--- config.mk ---
export PLATFORM = sky130hd
export DESIGN_NAME = go_cursor_ctrl
export DESIGN_NICKNAME = d
export VERILOG_FILES = /design/src/rtl/go_pkg.sv /design/src/rtl/go_edge_detect.sv /design/src/rtl/go_cursor_ctrl.sv
export SDC_FILE = /design/constraint.sdc
export NUM_CORES = 1
export LEC_CHECK = 0
export CAP_MARGIN = 20
export CORE_ASPECT_RATIO = 1.75
export CORE_MARGIN = 3
export CORE_UTILIZATION = 53
export CTS_BUF_LIST = sky130_fd_sc_hd__clkbuf_16
export DETAILED_ROUTE_END_ITERATION = 16
export PLACE_DENSITY = 0.92
export REMOVE_ABC_BUFFERS = 1
export SLEW_MARGIN = 20
export SYNTH_ARGS = -nofsm -noshare
export SYNTH_HDL_FRONTEND = slang
export SYNTH_HIERARCHICAL = 1
export SYNTH_SLANG_ARGS = --single-unit
--- constraint.sdc ---
create_clock -name clk_in -period 12.3 [get_ports clk_in]
set_input_delay 1.23 -clock clk_in [delete_from_list [all_inputs] [get_ports clk_in]]
set_output_delay 1.23 -clock clk_in [all_outputs]
set_load 0.1 [all_outputs]
--- src/rtl/go_pkg.sv ---
// Shared types and constants for the Go player-input cursor controller.
package go_pkg;

  typedef enum logic [1:0] {
    CELL_EMPTY = 2'b00,
    CELL_BLACK = 2'b01,
    CELL_WHITE = 2'b10
  } cell_e;

  typedef enum logic [2:0] {
    ST_LOCKED,
    ST_RECENTER,
    ST_WAITING,
    ST_SEEK,
    ST_ISSUE
  } state_e;

  typedef enum logic [1:0] {
    DIR_UP,
    DIR_DOWN,
    DIR_LEFT,
    DIR_RIGHT
  } dir_e;

  // Bit positions of the buttons in the edge-detect vector.
  localparam int BTN_W     = 6;
  localparam int BTN_PASS  = 5;
  localparam int BTN_MAKE  = 4;
  localparam int BTN_UP    = 3;
  localparam int BTN_DOWN  = 2;
  localparam int BTN_LEFT  = 1;
  localparam int BTN_RIGHT = 0;

  // Pass is signalled as an all-ones coordinate; consumers slice to their width.
  localparam logic [63:0] PASS_CODE = '1;

  function automatic int centre(input int n);
    return n / 2;
  endfunction

endpackage

--- src/rtl/go_edge_detect.sv ---
// Rising-edge detector for a vector of debounced button levels.
module go_edge_detect #(
  parameter int W = 1
) (
  input  logic         clk_in,
  input  logic         reset_n,
  input  logic [W-1:0] level,
  output logic [W-1:0] rise
);

  logic [W-1:0] level_q;

  // Registered copy of the levels; a rise is current-high with previous-low.
  always_ff @(posedge clk_in or negedge reset_n) begin
    if (!reset_n) level_q <= '0;
    else          level_q <= level;
  end

  assign rise = level & ~level_q;

endmodule

--- src/rtl/go_cursor_ctrl.sv ---
// Player input block: cursor movement over the board and move issue handshake.
//
// state    | meaning
// ---------+------------------------------------------------------------
// LOCKED   | not our turn; waits for my_turn
// RECENTER | one cycle, cursor returns to the board centre
// WAITING  | accepts button edges (pass > make > up > down > left > right)
// SEEK     | steps a candidate one cell per cycle in the latched direction
// ISSUE    | move offered on move_valid until move_ready
module go_cursor_ctrl
  import go_pkg::*;
#(
  parameter int BOARD_N       = 9,
  parameter int COORD_W       = 5,
  parameter int SKIP_OCCUPIED = 1,
  parameter int WRAP          = 1
) (
  input  logic                                  clk_in,
  input  logic                                  reset_n,
  input  logic                                  my_turn,
  input  logic                                  pass_sw,
  input  logic                                  up,
  input  logic                                  down,
  input  logic                                  left,
  input  logic                                  right,
  input  logic                                  make_move,
  input  logic [BOARD_N-1:0][BOARD_N-1:0][1:0]  board,
  input  logic                                  move_ready,
  output logic                                  locked,
  output logic [2*COORD_W-1:0]                  cursor_pos,
  output logic                                  move_valid,
  output logic                                  move_pass,
  output logic [2*COORD_W-1:0]                  move_out,
  output logic                                  illegal
);

  localparam int                 IDX_W     = (BOARD_N > 1) ? $clog2(BOARD_N) : 1;
  localparam logic [COORD_W-1:0] CENTRE    = COORD_W'(centre(BOARD_N));
  localparam logic [COORD_W-1:0] LAST      = COORD_W'(BOARD_N - 1);
  localparam logic [COORD_W-1:0] STEP_LAST = COORD_W'(BOARD_N - 2);
  localparam logic [COORD_W-1:0] ONE       = COORD_W'(1);
  localparam logic [COORD_W:0]   ONE_EXT   = (COORD_W+1)'(1);
  localparam logic [COORD_W:0]   N_EXT     = (COORD_W+1)'(BOARD_N);

  state_e               state_q, state_d;
  dir_e                 dir_q, dir_d;
  logic [COORD_W-1:0]   cur_row_q, cur_col_q, cur_row_d, cur_col_d;
  logic [COORD_W-1:0]   cand_row_q, cand_col_q, cand_row_d, cand_col_d;
  logic [COORD_W-1:0]   step_cnt_q, step_cnt_d;
  logic                 move_valid_d, move_pass_d, illegal_d;
  logic [2*COORD_W-1:0] move_out_d;
  logic [BTN_W-1:0]     btn_lvl, btn_rise;

  logic                 vertical, incr, at_edge;
  logic [COORD_W-1:0]   axis, axis_next, nxt_row, nxt_col;
  logic [COORD_W:0]     axis_ext;
  logic                 cur_empty, nxt_empty;

  assign btn_lvl = {pass_sw, make_move, up, down, left, right};

  go_edge_detect #(.W(BTN_W)) u_edge (
    .clk_in  (clk_in),
    .reset_n (reset_n),
    .level   (btn_lvl),
    .rise    (btn_rise)
  );

  // One-cell step of the candidate; the extra bit exposes 0-1 and N-1+1 before wrapping.
  always_comb begin
    vertical = (dir_q == DIR_UP) || (dir_q == DIR_DOWN);
    incr     = (dir_q == DIR_UP) || (dir_q == DIR_LEFT);
    axis     = vertical ? cand_row_q : cand_col_q;
    axis_ext = incr ? ({1'b0, axis} + ONE_EXT) : ({1'b0, axis} - ONE_EXT);
    at_edge  = incr ? (axis_ext == N_EXT) : axis_ext[COORD_W];
    if (at_edge) axis_next = incr ? '0 : LAST;
    else         axis_next = axis_ext[COORD_W-1:0];
    nxt_row  = vertical ? axis_next : cand_row_q;
    nxt_col  = vertical ? cand_col_q : axis_next;
  end

  assign cur_empty = (board[cur_row_q[IDX_W-1:0]][cur_col_q[IDX_W-1:0]] == CELL_EMPTY);
  assign nxt_empty = (board[nxt_row[IDX_W-1:0]][nxt_col[IDX_W-1:0]] == CELL_EMPTY);

  // Next-state and registered-output logic; losing the turn overrides everything.
  always_comb begin
    state_d      = state_q;
    dir_d        = dir_q;
    cur_row_d    = cur_row_q;
    cur_col_d    = cur_col_q;
    cand_row_d   = cand_row_q;
    cand_col_d   = cand_col_q;
    step_cnt_d   = step_cnt_q;
    move_valid_d = move_valid;
    move_pass_d  = move_pass;
    move_out_d   = move_out;
    illegal_d    = 1'b0;

    case (state_q)
      ST_LOCKED: begin
        if (my_turn) state_d = ST_RECENTER;
      end
      ST_RECENTER: begin
        cur_row_d = CENTRE;
        cur_col_d = CENTRE;
        state_d   = ST_WAITING;
      end
      ST_WAITING: begin
        if (btn_rise[BTN_PASS]) begin
          state_d      = ST_ISSUE;
          move_valid_d = 1'b1;
          move_pass_d  = 1'b1;
          move_out_d   = PASS_CODE[2*COORD_W-1:0];
        end else if (btn_rise[BTN_MAKE]) begin
          if (cur_empty) begin
            state_d      = ST_ISSUE;
            move_valid_d = 1'b1;
            move_pass_d  = 1'b0;
            move_out_d   = {cur_row_q, cur_col_q};
          end else begin
            illegal_d = 1'b1;
          end
        end else if (|btn_rise[BTN_UP:BTN_RIGHT]) begin
          state_d    = ST_SEEK;
          cand_row_d = cur_row_q;
          cand_col_d = cur_col_q;
          step_cnt_d = '0;
          if (btn_rise[BTN_UP])        dir_d = DIR_UP;
          else if (btn_rise[BTN_DOWN]) dir_d = DIR_DOWN;
          else if (btn_rise[BTN_LEFT]) dir_d = DIR_LEFT;
          else                         dir_d = DIR_RIGHT;
        end
      end
      ST_SEEK: begin
        if (at_edge && (WRAP == 0)) begin
          state_d = ST_WAITING;
        end else if ((SKIP_OCCUPIED == 0) || nxt_empty) begin
          cur_row_d = nxt_row;
          cur_col_d = nxt_col;
          state_d   = ST_WAITING;
        end else if (step_cnt_q == STEP_LAST) begin
          state_d = ST_WAITING;
        end else begin
          cand_row_d = nxt_row;
          cand_col_d = nxt_col;
          step_cnt_d = step_cnt_q + ONE;
        end
      end
      ST_ISSUE: begin
        if (move_ready) begin
          move_valid_d = 1'b0;
          state_d      = ST_LOCKED;
        end
      end
      default: state_d = ST_LOCKED;
    endcase

    if (!my_turn) begin
      state_d      = ST_LOCKED;
      move_valid_d = 1'b0;
      illegal_d    = 1'b0;
    end
  end

  // State and output registers.
  always_ff @(posedge clk_in or negedge reset_n) begin
    if (!reset_n) begin
      state_q    <= ST_LOCKED;
      dir_q      <= DIR_UP;
      cur_row_q  <= CENTRE;
      cur_col_q  <= CENTRE;
      cand_row_q <= CENTRE;
      cand_col_q <= CENTRE;
      step_cnt_q <= '0;
      move_valid <= 1'b0;
      move_pass  <= 1'b0;
      move_out   <= '0;
      illegal    <= 1'b0;
    end else begin
      state_q    <= state_d;
      dir_q      <= dir_d;
      cur_row_q  <= cur_row_d;
      cur_col_q  <= cur_col_d;
      cand_row_q <= cand_row_d;
      cand_col_q <= cand_col_d;
      step_cnt_q <= step_cnt_d;
      move_valid <= move_valid_d;
      move_pass  <= move_pass_d;
      move_out   <= move_out_d;
      illegal    <= illegal_d;
    end
  end

  assign locked     = (state_q == ST_LOCKED);
  assign cursor_pos = {cur_row_q, cur_col_q};

endmodule
==> results of run 1 <==
-- power groups by stage --
stage / sequential [W] / clock, W / combinational, W
finish: 0.000323 / 0.000134 / 0.00217
global route: 0.000331 / 0.000138 / 0.00227
CTS: 0.000318 / 0.000132 / 0.00208
detailed placement: 0.000320 / 0 / 0.00206
global placement: 0.000318 / 0 / 0.00203
floorplan: 0.000559 / 0 / 0.00121
-- metrics by stage --
step	cells	util, %
2_1_floorplan	822	-
3_3_place_gp	1192	70.3
3_5_place_dp	1192	70.3
4_1_cts	1200	71.4
5_1_grt	1201	71.5
6_report	1201	71.5
-- cell usage in the layout, fill, tap and decap left out, types with 9 or more instances in the layout --
cell type        netlist  layout
clkdlybuf4s50_1        0     194
nor2_1               130     130
nand2_1               88      88
a21oi_1               79      79
nor3_1                63      62
dfrtp_1               45      43
o21ai_0               39      39
mux2i_1               31      31
and3_1                22      22
a211oi_1              20      20
inv_1                 17      19
nand3_1               17      17
a31oi_1               13      13
mux4_2                11      11
a221oi_1              11      11
a21o_1                10      10
mux2_2                10      10
nand4_1               10      10
buf_4                  3      10
and2_1                 9       9
o32ai_1                9       9
o22ai_1                9       9
-- critical path: stages, from the launching register on --
cell	delay [ns]
dfrtp_4	0.62
buf_4	0.71
nand2_1	0.12
o21ai_0	0.21
fa_1	0.59
nand2b_1	0.17
a2111oi_4	0.35
nor4_4	0.11
o21ai_2	0.85
nand2_1	0.63
a311oi_1	0.43
a211oi_1	0.07
or4_1	0.53
a22o_1	0.22
a2bb2oi_1	0.89
nor2_1	0.31
a221oi_1	0.37
-- layer usage --
layer,wire length [um],vias up
met4,2630,0
met2,13400,675
met3,2580,226
li1,-,3690
met5,0,-
met1,8780,3827
-- area by class of cell --
cell class	count	area, sq um	area share, %
clock buffers	5	125	1.46
clock inverters	3	11.3	0.131
inverters	19	73.8	0.860
multi-input cells	754	4910	57.1
flip-flops and latches	49	1240	14.4
well taps	165	206	2.40
repair buffers	206	2030	23.6
-- state kept, by name (all words and copies together), names as in the netlist --
register        count
move_out           10
u_edge/level_q      6
cand_col_q          5
cand_row_q          5
cur_col_q           5
cur_row_q           5
step_cnt_q          5
state_q             3
dir_q               2
illegal             1
move_pass           1
move_valid          1
-- cells by family (layout without fill, tap and decap cells) --
family / Yosys count / in the layout / share of synthesized area (%)
simple gates: 390 / 390 / 29.1
xor+xnor: 5 / 5 / 0.672
buf+inv: 95 / 233 / 6.12
mux: 57 / 57 / 11.3
fa+ha+maj: 4 / 4 / 0.883
flops: 49 / 49 / 18.9
compound gates: 298 / 298 / 33.0
-- how the worst min path moves through the flow --
| stage | startpoint | end | slack, ns | depth (start not counted) |
|---|---|---|---|---|
| after detailed placement | move_valid | move_valid | 0.46 | 2 |
| after global placement | move_valid | move_valid | 0.46 | 2 |
| after global routing | move_valid | move_valid | 0.53 | 2 |
| after CTS | move_valid | move_valid | 0.48 | 2 |
| final | move_valid | move_valid | 0.47 | 2 |
| after floorplan | step_cnt_q[4] | step_cnt_q[4] | 0.51 | 2 |
-- cells in the mapped netlist (7+ instances only) --
library cell	number	area share, %
nor2_1	130	7.5
nand2_1	88	5.1
a21oi_1	79	6.1
nor3_1	63	4.8
clkbuf_1	50	2.9
dfrtp_1	45	17
o21ai_0	39	3.0
mux2i_1	31	4.8
and3_1	22	2.1
a211oi_1	20	2.3
inv_1	17	0.98
nand3_1	17	1.3
a31oi_1	13	1.2
a221oi_1	11	1.5
buf_2	11	0.84
mux4_2	11	3.8
a21o_1	10	1.2
buf_1	10	0.58
mux2_2	10	1.7
nand4_1	10	0.96
and2_1	9	0.86
o22ai_1	9	0.86
o32ai_1	9	1.2
o211ai_1	8	0.92
o31ai_1	8	0.92
a311oi_1	7	0.94
nand2b_1	7	0.67
or2_2	7	0.67
==> results.toml, run 1 <==
[status]
outcome = "finished, final reports clean"

[min_path]
min_path_type = "register to register"

[critical_path]
end_kind = "register"
path_class = "register to register"
r2r_start = "dir_q[1]"
ff2ff_path_depth = 16
startpoint = "dir_q[1]"
critPathCapture = "cur_col_q[2]"
worst_ep_arrival_time_ns = 7.50
cp_max_fo = 74
rr_endpoint = "cur_col_q[2]"
worst_setup_path_start_kind = "register"
r2r_setup_slack_ns = 4.99
worstPathRequired_ns = 12.49

[sta]
period_share_pct = 59.4
fin_skew_ns = 0.00468
holdWs_ns = 0.475
final.setup.tns_ns = 0
maxSlewHeadroom_pct = 24.9
final-hold-violation-count = 0
worstMarginPinSlew_ns = 1.12
fin_crit_ns = 7.31
drv_slew = 0
rsz0062_at_grt = "no"
setup_viol = 0
layout_setup_ws_ns = 4.99
max_freq_ghz = 0.137

[yosys]
synth.ff_latch_count = 49
syn_area_per_cell_sq_um = 7.26
ys_seq_area_share_pct = 18.9
synth-async-reset-ratio_pct = 100
synth_area_sq_um = 6520
synth_edf_count = 0
yosysUniqueCellTypes = 91
synth_warnings = 6
syn_inst = 898
ys.flop_type = "dfrtp_1"

[global_routing]
grt-ovfl-total = 0
grt_usage_pct = 38.7
antenna_found_initial = 0
met2_usage_pct = 67.0
grtUsageMet3_pct = 7.02
grt_max_degree = 75
grt.busiest_layer = "met2"
grt_first_pass_wirelength_um = 43000
use_met1_pct = 40.6
grt_pass1_vias = 8523

[power]
p_int_w = 0.000982
power_w = 0.00263
sw_frac_of_total_pct = 62.6
p_per_area_nw_per_um2 = 306
combPwrFrac_pct = 82.6
seq_power_share_pct = 12.3
switchingPower_w = 0.00164
p_leak_nw = 3.28
ir_drop_v = 0.000213
pwr-share-clk_pct = 5.1

[final_layout]
drive_above_1_share_pct = 8.01
nNetsFinal = 1211
fillCellCount = 958
diodes = 0
fin_area_sq_um = 8590
area_delta_synth_final_pct = 31.7

[clocking]
clock_latency_ns = 0.29
root_buffer = "clkbuf_16"
cts_tree = "built"
clkSlewWorstSetupHoldPaths_ns = 0.07
post_cts_resized = 0
cts_setup_buffers = 0
cts_max_level = 2
postCtsHoldBufs = 0
cts_max_path_buffers = 2
numCtsBuffers = 5
clkSinkCount = 49

[detailed_routing]
routed_wl_um = 27400
vias_per_cell = 7.01
antenna_left = 0
drc_errors = 0
drtIter0Drc = 844
vias = 8418
wl_per_cell_um = 22.8
drt_pre_antenna_iters = 6

[die]
start_util_pct = 54.3
die_x_um = 89.8
io-pin-count = 196
num_rows = 53
die_area_sq_um = 13700
die_h_um = 153
core_sq_um = 12000

[placement]
place.gp.congestion = 1.01
postPlaceCellArea_sq_um = 8430
io_buffers = 195
dp_hpwl_um = 20300
pre_cts_slack_ns = 5.28

[run]
drv_cap = 0
(Power assumes the default switching activity.)
==> run 2: changes to the inputs <==
Settings changed: CORE_UTILIZATION 53 to 44, PLACE_DENSITY 0.92 to 0.82.
Clock period 12.3 ns to 6.1 ns, I/O delays scaled along.
==> results.toml, run 2 (same netlist as run 1, synthesis figures left out) <==
[status]
outcome = "finished, final reports clean"

[clocking]
clkSinkCount = 49
cts_max_path_buffers = 2
postCtsHoldBufs = 0
clkSlewWorstSetupHoldPaths_ns = 0.07
cts_max_level = 2
cts_tree = "built"
root_buffer = "clkbuf_16"
clock_latency_ns = 0.29
cts_setup_buffers = 0
numCtsBuffers = 5
post_cts_resized = 0

[global_routing]
grt_pass1_vias = 8131
antenna_found_initial = 0
grt_first_pass_wirelength_um = 43000
grt-ovfl-total = 0
grt_usage_pct = 32.4
grt_max_degree = 59

[detailed_routing]
drt_pre_antenna_iters = 6
vias_per_cell = 6.70
vias = 8296
drc_errors = 0
drtIter0Drc = 671
routed_wl_um = 27600
antenna_left = 0
wl_per_cell_um = 22.2

[die]
die_x_um = 98.0
core_sq_um = 14400
die_h_um = 167
start_util_pct = 45.1
io-pin-count = 196
die_area_sq_um = 16400
num_rows = 58

[sta]
fin_skew_ns = 0.00537
drv_slew = 0
setup_viol = 0
fin_crit_ns = 5.75
max_freq_ghz = 0.174
period_share_pct = 94.3
final.setup.tns_ns = 0
final-hold-violation-count = 0
holdWs_ns = 0.319
worstMarginPinSlew_ns = 1.16
maxSlewHeadroom_pct = 22.1
rsz0062_at_grt = "no"

[critical_path]
path_cells = "mux2i_4, inv_4, fa_1, nand3_1, a21oi_1, nor4_4, o21a_1, nor2_1, buf_4, a22o_1, a221oi_1, nor3_1, o31ai_1, a2bb2oi_1, buf_4, or4_1, mux2i_1"
end_kind = "register"
worst_path_max_delay_cell = "o21a_1"
startpoint = "dir_q[1]"
cp_max_fo = 17
worstPathRequired_ns = 6.28
cp_top_family = "compound AO/OA/AOI/OAI gates"
worst_ep_arrival_time_ns = 5.93
worst-path-buf-inv = 3
path_class = "register to register"
r2r_start = "dir_q[1]"
slowest_delay_ns = 0.64
worst_setup_path_start_kind = "register"
cpMostUsedCell = "buf_4"

[placement]
place.gp.congestion = 0.994
dp_hpwl_um = 21200
io_buffers = 195

[final_layout]
nNetsFinal = 1234
top_register = "move_out"
final_cell_mix = "194 x clkdlybuf4s50_1, 130 x nor2_1, 88 x nand2_1, 79 x a21oi_1, 62 x nor3_1"
post-route-util_pct = 61.1
largest_register_ff_count = 10
layout_commonest_cell = "clkdlybuf4s50_1"
area_delta_synth_final_pct = 35.4
diodes = 0
fillCellCount = 1299
top_regs = "move_out x10, u_edge/level_q x6"
drive_above_1_share_pct = 10.1

[power]
p_leak_nw = 3.40
ir_drop_v = 0.000330
p_per_area_nw_per_um2 = 635

[min_path]
min_path_type = "primary input to async pin"

[run]
drv_cap = 0
[run 2: final cells by class]
class	instances	area, sq um	share of cell area, %
Multi-Input combinational cell	754	4900	55.5
Timing Repair Buffer	229	2230	25.3
Sequential cell	49	1230	14.0
Tap cell	180	225	2.55
Clock buffer	5	125	1.42
Inverter	19	73.8	0.836
Clock inverter	3	41.3	0.468
[run 2: power by group]
part	leakage, nW	switching, W	internal (W)
Clock	0.0775	0.000124	0.000192
Combinational	2.72	0.00297	0.00163
Sequential	0.609	0.000252	0.000434
Total	3.40	0.00335	0.00226
[run 2: metal layers]
layer / global-route usage (%) / part of all wire (%) / vias up
li1: - / - / 3731
met3: 3.23 / 6.9 / 158
met2: 58.0 / 51 / 544
met5: 0 / 0 / -
met4: 22.2 / 8.3 / 0
met1: 35.1 / 33 / 3863
[run 2: through the flow]
stage | power [W] | cell area (sq um) | worst slack (ns) | std cells
floorplan | 0.00357 | 6190 | -1.07 | 822
global placement | 0.00513 | 8650 | 0.543 | 1231
detailed placement | 0.00514 | 8650 | 0.472 | 1231
CTS | 0.00548 | 8820 | 0.488 | 1239
global route | 0.00590 | 8830 | 0.0779 | 1239
finish | 0.00561 | 8830 | 0.350 | 1239
[run 2: final timing paths]
kind	endpoint	slack (ns)	depth (start not counted)
max	step_cnt_q[4]	0.35	17
min	u_edge/level_q[0]	0.32	1
max reg2reg	step_cnt_q[4]	0.35	17
min reg2reg	move_valid	0.49	2
max in group asynchronous	cur_row_q[1]	5.31	1
min in group clk_in	move_valid	0.49	2
